$ cat src/rtl/uart_rx_pkg.sv
// uart_rx_pkg: definitions shared by the UART receiver (and its uart_tx peer):
// the receiver state encodings and the default bit period.
// Optional feature macro used by the receiver: UART_RX_PARITY_EN (8E1 framing).
package uart_rx_pkg;

    // 50 MHz / 115200 baud, rounded down.
    localparam int DEFAULT_CLKS_PER_BIT = 434;

    typedef enum logic [2:0] {
        IDLE   = 3'd0,
        START  = 3'd1,
        DATA   = 3'd2,
        PARITY = 3'd3,
        STOP   = 3'd4,
        BREAK  = 3'd5
    } state_t;

endpackage

$ cat src/rtl/uart_sync2.sv
// uart_sync2: two-flop synchroniser for the asynchronous serial line.
// Both flops preset to 1 (line idle level) so reset never looks like a start bit.
module uart_sync2 (
    input  logic clk_50M,
    input  logic rst,
    input  logic d,
    output logic q
);

    logic meta;

    // Two-stage capture of the asynchronous input, preset to idle-high on reset.
    always_ff @(posedge clk_50M) begin
        // NOTE: sequential state uses non-blocking assignments so both stages
        // update from pre-edge values; blocking here would collapse the chain.
        if (rst) begin
            meta <= 1'b1;
            q    <= 1'b1;
        end else begin
            meta <= d;
            q    <= meta;
        end
    end

endmodule

$ cat src/rtl/uart_rx.sv
// uart_rx: 8N1 UART receiver with mid-bit sampling and one-cycle strobes.
// Define UART_RX_PARITY_EN for 8E1 framing with a parity_err strobe;
// without it the PARITY state is never entered and parity_err is tied 0.
module uart_rx
    import uart_rx_pkg::*;
#(
    parameter int CLKS_PER_BIT = DEFAULT_CLKS_PER_BIT
) (
    input  logic       clk_50M,
    input  logic       rst,
    input  logic       rx,
    output logic [7:0] data,
    output logic       rx_done,
    output logic       rx_busy,
    output logic       frame_err,
    output logic       parity_err
);

    localparam int            CW   = $clog2(CLKS_PER_BIT);
    localparam logic [CW-1:0] LAST = CW'(CLKS_PER_BIT - 1);
    localparam logic [CW-1:0] MID  = CW'((CLKS_PER_BIT - 1) / 2);

    logic          rx_s;
    state_t        state, state_next;
    logic [CW-1:0] clk_cnt;
    logic [2:0]    bit_idx;
    logic [7:0]    shreg;
    logic          at_last;
    logic          shift_bit;
    logic          load_data;
    logic          done_next;
    logic          ferr_next;
    logic          suppress;

    uart_sync2 u_sync (
        .clk_50M (clk_50M),
        .rst     (rst),
        .d       (rx),
        .q       (rx_s)
    );

    assign at_last = (clk_cnt == LAST);
    assign rx_busy = (state != IDLE);

`ifdef UART_RX_PARITY_EN
    logic perr_next;
    logic par_bad;

    // Remember a parity failure so the stop bit is consumed without a second strobe.
    always_ff @(posedge clk_50M) begin
        if (rst) begin
            par_bad    <= 1'b0;
            parity_err <= 1'b0;
        end else begin
            parity_err <= perr_next;
            if (state == IDLE)
                par_bad <= 1'b0;
            else if (perr_next)
                par_bad <= 1'b1;
        end
    end

    assign suppress = par_bad;
`else
    assign parity_err = 1'b0;
    assign suppress   = 1'b0;
`endif

    // Next-state and strobe decode from the current state, bit timer and rx_s.
    always_comb begin
        // NOTE: every output of this block gets a default first so no path
        // leaves a signal unassigned, which would infer a latch.
        state_next = state;
        shift_bit  = 1'b0;
        load_data  = 1'b0;
        done_next  = 1'b0;
        ferr_next  = 1'b0;
`ifdef UART_RX_PARITY_EN
        perr_next  = 1'b0;
`endif
        case (state)
            IDLE: begin
                if (!rx_s)
                    state_next = START;
            end
            START: begin
                // A line that is high again at mid start bit was only a glitch.
                if (clk_cnt == MID)
                    state_next = rx_s ? IDLE : DATA;
            end
            DATA: begin
                if (at_last) begin
                    shift_bit = 1'b1;
                    if (bit_idx == 3'd7) begin
`ifdef UART_RX_PARITY_EN
                        state_next = PARITY;
`else
                        state_next = STOP;
`endif
                    end
                end
            end
`ifdef UART_RX_PARITY_EN
            PARITY: begin
                if (at_last) begin
                    perr_next  = ((^shreg) != rx_s);
                    state_next = STOP;
                end
            end
`endif
            STOP: begin
                // Stop is sampled at mid-bit, leaving half a bit to catch a following start.
                if (at_last) begin
                    if (rx_s) begin
                        state_next = IDLE;
                        done_next  = !suppress;
                        load_data  = !suppress;
                    end else begin
                        state_next = BREAK;
                        ferr_next  = !suppress;
                    end
                end
            end
            BREAK: begin
                if (rx_s)
                    state_next = IDLE;
            end
            default: state_next = IDLE;
        endcase
    end

    // State register, bit timer, bit index, shift register and output strobes.
    always_ff @(posedge clk_50M) begin
        if (rst) begin
            state     <= IDLE;
            clk_cnt   <= '0;
            bit_idx   <= 3'd0;
            shreg     <= 8'h00;
            data      <= 8'h00;
            rx_done   <= 1'b0;
            frame_err <= 1'b0;
        end else begin
            state     <= state_next;
            rx_done   <= done_next;
            frame_err <= ferr_next;

            // Timer restarts on every state change and wraps each bit period.
            if (state_next != state || at_last)
                clk_cnt <= '0;
            else
                clk_cnt <= clk_cnt + 1'b1;

            if (state == IDLE)
                bit_idx <= 3'd0;
            else if (shift_bit)
                bit_idx <= bit_idx + 3'd1;

            if (shift_bit)
                shreg[bit_idx] <= rx_s;

            if (load_data)
                data <= shreg;
        end
    end

endmodule

$ cat config.mk
export PLATFORM = sky130hd
export DESIGN_NAME = uart_rx
export DESIGN_NICKNAME = d
export VERILOG_FILES = /design/src/rtl/uart_rx_pkg.sv /design/src/rtl/uart_sync2.sv /design/src/rtl/uart_rx.sv
export SDC_FILE = /design/constraint.sdc
export NUM_CORES = 1
export LEC_CHECK = 0
export ABC_AREA = 1
export BUFFER_PORTS_ARGS = -buffer_cell sky130_fd_sc_hd__buf_2
export CAP_MARGIN = 10
export CORE_ASPECT_RATIO = 1.25
export CORE_MARGIN = 5
export CORE_UTILIZATION = 40
export CTS_BUF_LIST = sky130_fd_sc_hd__clkbuf_8
export DETAILED_ROUTE_END_ITERATION = 6
export HOLD_SLACK_MARGIN = 0.08
export REMOVE_ABC_BUFFERS = 1
export SETUP_SLACK_MARGIN = 0.2
export SYNTH_ARGS = -nofsm -noshare
export SYNTH_HDL_FRONTEND = slang
export SYNTH_HIERARCHICAL = 1
export SYNTH_SLANG_ARGS = --single-unit
$ cat constraint.sdc
create_clock -name clk_50M -period 1.4 [get_ports clk_50M]
set_input_delay 0.07 -clock clk_50M [delete_from_list [all_inputs] [get_ports clk_50M]]
set_output_delay 0.07 -clock clk_50M [all_outputs]
set_load 0.01 [all_outputs]
Word level (Yosys, flattened, before mapping)

Index checks and enable logic that the tools add are counted.

$add $sub $neg: 2
Magnitude comparators: 2
Equal/unequal tests: 8
Multiplexer cells: 18
Bitwise operators: 2
Reductions and logical operators: 7

Operators by type and width:

| kind                | number |
|---|---|
| $mux 3              | 7 |
| $pmux 3 s5          | 1 |
| $add 9x1->9 const B | 1 |
| $eq 3x3->1 const B  | 3 |
| $eq 9x8->1 const B  | 1 |
| $eq 9x9->1 const B  | 1 |
| $bwmux 8            | 1 |
| $mux 1              | 7 |
| $lt 3x4->1 const B  | 1 |
| $reduce_or 2->1     | 2 |
| $add 3x1->3 const B | 1 |
| $demux 1 s3         | 1 |
| $eq 3x1->1 const B  | 1 |
| $eq 3x2->1 const B  | 1 |
| $ge 3x1->1 const B  | 1 |
| $logic_not 3->1     | 1 |
| $ne 3x3->1          | 1 |
| $reduce_bool 3->1   | 1 |
| $reduce_or 3->1     | 1 |
| $mux 2              | 1 |
| $not 1->1           | 2 |
| $logic_and 1x1->1   | 1 |
| $logic_or 1x1->1    | 1 |

Bits in registers: 35
Input bits: 3
Output and inout port bits: 12
Word-level logic and storage cells: 48

Logic depth before layout (Yosys ltp)

Depth after elaboration: 7
Depth in mapped cells: 11
Gate-level depth less buffers: 11

By module

Netlist, hierarchy kept.

Modules (own cells, without submodules):

| module     | instances | cells each | area an instance (um2) | seq. area each (um2) |
|---|---|---|---|---|
| uart_rx    | 1         | 216        | 1,656.6                | 660.6 |
| uart_sync2 | 1         | 7          | 58.8                   | 40.0 |

Worst setup path before layout

No wires, ideal clock.

Kind: register to register
Start: register clk_cnt[0]
End: register shreg[0]
Setup time: 138 ps
Arrival time: 1,320 ps
Required time: 1,262 ps
Path slack: -58 ps
Cell stages (with the launch flop): 11
Buffers on the path: 0
Period minus slack after synthesis: 1,458 ps
Cells stage by stage: dfxtp_1 > ha_1 > nand2_1 > nor2_2 > nand2_4 > nor2_4 > inv_2 > nor2_4 > nand2_1 > nor2_1 > nor3b_2

Word-level cells in the longest chain between the ends: 3

RTL lines:

| element                        | RTL line       | RTL |
|---|---|---|
| start: declaration             | uart_rx.sv:25  | `logic [CW-1:0] clk_cnt;` |
| start signal: assignment       | uart_rx.sv:151 | `clk_cnt <= clk_cnt + 1'b1;` |
| $eq 9x9->1                     | uart_rx.sv:42  | `assign at_last = (clk_cnt == LAST);` |
| $mux 1                         | uart_rx.sv:92  | `if (at_last) begin` |
| $mux 1                         | uart_rx.sv:81  | `case (state)` |
| end signal: indexed assignment | uart_rx.sv:159 | `shreg[bit_idx] <= rx_s;` |
| end: declaration               | uart_rx.sv:27  | `logic [7:0] shreg;` |

No other way between the ends.
A chain may end at the register's enable or synchronous reset.

Worst setup path in the final report

Start: register clk_cnt[1]
End: register clk_cnt[1]

Word-level cells in the longest chain between the ends: 6
Elaborated cells between the ends (all ways): 10
Classes of those cells: 1 x add/sub; 3 x eq/ne; 4 x mux; 2 x reduce/logical

RTL lines:

| element                                         | RTL line                                     | RTL |
|---|---|---|
| $eq 9x9->1 / $eq 9x8->1 (equally long branches) | uart_rx.sv:42, uart_rx.sv:88                 |  |
| $mux 3 (on tied branches)                       | uart_rx.sv:113, uart_rx.sv:88, uart_rx.sv:92 |  |
| $pmux 3 s5                                      | uart_rx.sv:81                                |  |
| $ne 3x3->1                                      | uart_rx.sv:148                               | `if (state_next != state \|\| at_last)` |
| $logic_or 1x1->1                                | uart_rx.sv:148                               |  |
| $reduce_or 2->1 (no line)                       | -                                            |  |

Several ways; a longest one is shown, not always the timed one.

==> results summary <==
After clock tree synthesis, the clock-pin slew on the worst setup and hold paths is 0.07 ns. The H-tree was split into 2 levels. The signal arrival time at the worst endpoint is around 1.7 ns. The slack of the worst reg-to-reg path is -0.15 ns. The total core area came out at just over 0.004 sq mm. The area of the multi-input gates is approximately 0.0010 sq mm. The library cell occupying the most area in the post-synthesis netlist is dfxtp_1. For hold timing, the worst endpoint is bit_idx[0]. The run finished, with violations left. The worst hold slack across all endpoints came out at 0.135 ns. The number of placed instances, taps included, is 320. The wire-length estimate of the detail-placed layout is about 2600 microns. The total leakage power is 1.09 nW.

The pin count of the biggest net entering global routing is 22. The share of Yosys cell area claimed by the top area cell type is just over 40%. The critical path is of the register to register type. The number of antenna-violating nets in the routed design is 0.

The area of all placed cells without fillers is around 0.0025 sq mm. The final routed wire length divided by cell count came out at 12.0 microns. The number of global-route vias before repair came out at 1508. Across all layers, the routed design uses 1596 vias.

Summing the sequential cell areas from Yosys gives 40.8% of the chip area. Ranked by total cell area, the synthesized netlist is headed by dfxtp_1 (41%), nand2_1 (9.6%), nor2_1 (8.3%). The final layout net count came out at about 290.

The synthesized instance count came out at roughly 220. The synthesized flop and latch total came out at 35. The count of buffers from port buffering came out at 13. In the layout the commonest cells are buf_4 (40), nand2_1 (32), dfxtp_1 (30), inv_1 (29), nor2_1 (20). The remaining routing DRC violations is 0. Across the VDD grid, the largest voltage drop is 0.537 mV. The final worst slack is -0.148 ns.

The area after detailed placement came out at around 0.0021 sq mm. The share of cells above drive strength 1 is around 48%. The number of cells on the worst hold path is 4. The worst setup path is captured at a register. The final worst clock skew came out at around 0.010 ns. The total of max-cap violations is 0. The checks that failed: setup timing. The iteration count of the initial detailed-routing pass is 4. The remaining global-route overflow came out at 0.

The detailed-route vias per instance is between 4 and 5. The number of top-level design ports is 15. The routed design could run at a clock period as short as 1.55 ns. The overall routing resource usage came out at around 15%. The maximum achievable frequency is 0.646 GHz. Clock latency on the worst-skew pair, taken at its later pin, is just under 0.3 ns. The path class of the tightest hold or removal check is input port to register. The initial core utilization came out at about two fifths. The number of warnings printed during yosys synthesis came out at 6.

The die is between 60 and 70 microns wide. The number of non-filler instances in the completed layout came out at between 300 and 400. The worst register-to-register path ends at clk_cnt[1].

The row count came out at 26. The startpoint of the tightest hold check path is rst. The total CTS buffers is 5. Data on the critical path is required at its endpoint by approximately 1.6 ns. The startpoint type of the worst setup path is a register.

Of all nets on the critical path, the largest fanout is 5. The number of buffers between clock root and the deepest sink came out at 2. Cells fill between 60% and 70% of the core in the end.

Summed over all layers, the routed wires come to about 4100 microns. The die area is around 0.0057 sq mm. The first-pass GRT wire length came out at 6490 microns. TritonCTS built the clock tree. The path depth of the worst reg2reg path is 9. The count of endpoints failing setup in the final report came out at 27. The total power is ~1.9 mW.

The tree is rooted in a clkbuf_8. The worst path uses 111% of the clock period. Setup repair after global routing could not meet its margin everywhere.

After the first detailed-routing iteration, the DRC count stood at 45. The height of the die came out at about 83 microns. Registers take 712 sq um. The final number of hold-violating endpoints is 0.

The number of antenna violations at the first check in global routing came out at 0. The number of antenna cells inserted is 0. The number of distinct library cells after synthesis came out at 32. Counting the fill cells in the layout gives between 300 and 400.

The last weighted congestion value of the routability-driven placer is between 0.8 and 0.9. Leaving out fill and tap cells, the most frequent cell in the layout is buf_4. The average instance in the mapped netlist occupies a little under 8 sq um. The relative area change from synthesis to final layout came out at 46.4%. The post-synth design cell area came out at roughly 0.0017 sq mm. The startpoint identified for the worst register-to-register timing path is clk_cnt[1]. The final number of max-transition violations came out at 0. The sink count of the clock tree came out at 35.

Power spread over the standard cell area amounts to around 770 mW/mm^2.
worst max-delay path by stage:
stage,from,end,depth (start not counted)
2_1_floorplan,clk_cnt[0],data[5],7
3_3_place_gp,state[2],clk_cnt[5],8
3_5_place_dp,clk_cnt[0],clk_cnt[1],10
4_1_cts,clk_cnt[1],shreg[2],11
5_1_grt,clk_cnt[1],clk_cnt[1],10
6_report,clk_cnt[1],clk_cnt[1],9
synth_stat cells (all sizes together):
library cell	n
o21ai	4
clkbuf	2
xnor2	1
inv	35
xor2	6
dfxtp	35
a211oi	8
nand4	3
nor3b	8
a21oi	6
conb	1
nor3	4
ha	5
nor2	43
nand2	46
nor4	2
buf	3
a31oi	1
nand3	10
final cells by class:
cell class                 count  share of cell area (%)
multi-input combinational    149                    41.3
clock buffer                   6                    3.29
clock inverter                 1                   0.199
inverter                      35                    5.33
tap                           56                    2.79
timing repair buffer          60                    18.7
sequential                    35                    28.4
critical path: stages, from the launching register on:
cell and delay [ns]:
dfxtp_2 0.33, inv_2 0.07, ha_4 0.15, nand2_4 0.05, nor2_4 0.11, nand2_4 0.10, o21ai_4 0.14, nand4_1 0.23
nand3_4 0.22, nor2_1 0.05
registers in the layout, summed over array words and instances (netlist names):
register,count
bit_idx,3
clk_cnt,9
data,8
frame_err,1
rx_done,1
shreg,8
state,3
u_sync/meta,1
u_sync/q,1
routing by layer:
layer	vias to the layer above	wire length (microns)	GRT usage, %
met4	0	132	10.3
li1	822	-	-
met2	27	2210	25.2
met3	13	132	4.32
met1	734	1610	15.0
met5	-	0	0
per-stage QoR:
step / TNS (ns) / setup WS, ns
final: -2.94 / -0.148
after global routing: -6.08 / -0.251
after CTS: -2.24 / -0.148
after detailed placement: -2.88 / -0.164
after global placement: -2.03 / -0.144
after floorplan: -1.30 / -0.0971
cells by family after synthesis:
kind of cell / count (synthesis) / share of synthesized area, %
XOR/XNOR: 7 / 3.57
adder cells (fa/ha/maj): 5 / 3.65
AO/OA/AOI/OAI: 19 / 7.59
buffers and inverters: 40 / 9.48
flip-flops: 35 / 40.8
AND/OR/NAND/NOR: 116 / 34.6
other: 1 / 0.219
repair_timing:
action                                  CTS  global route
hold buffers                              2             0
resized for setup                        43            23
endpoints found under the hold margin     2             0
buffers inserted                          2             9
pin swaps                                17            23
cloned                                    1             1
endpoints found under the setup margin   34            34
report_power, final:
| part | total, mW | switching (mW) | internal (mW) | leakage, nW |
|---|---|---|---|---|
| sequential | 1.02 | 0.0119 | 1.01 | 0.286 |
| combinational | 0.175 | 0.0996 | 0.0752 | 0.759 |
| clock | 0.737 | 0.351 | 0.386 | 0.0470 |
| total | 1.93 | 0.463 | 1.47 | 1.09 |
Note: power is estimated with default switching activity, not from simulation.
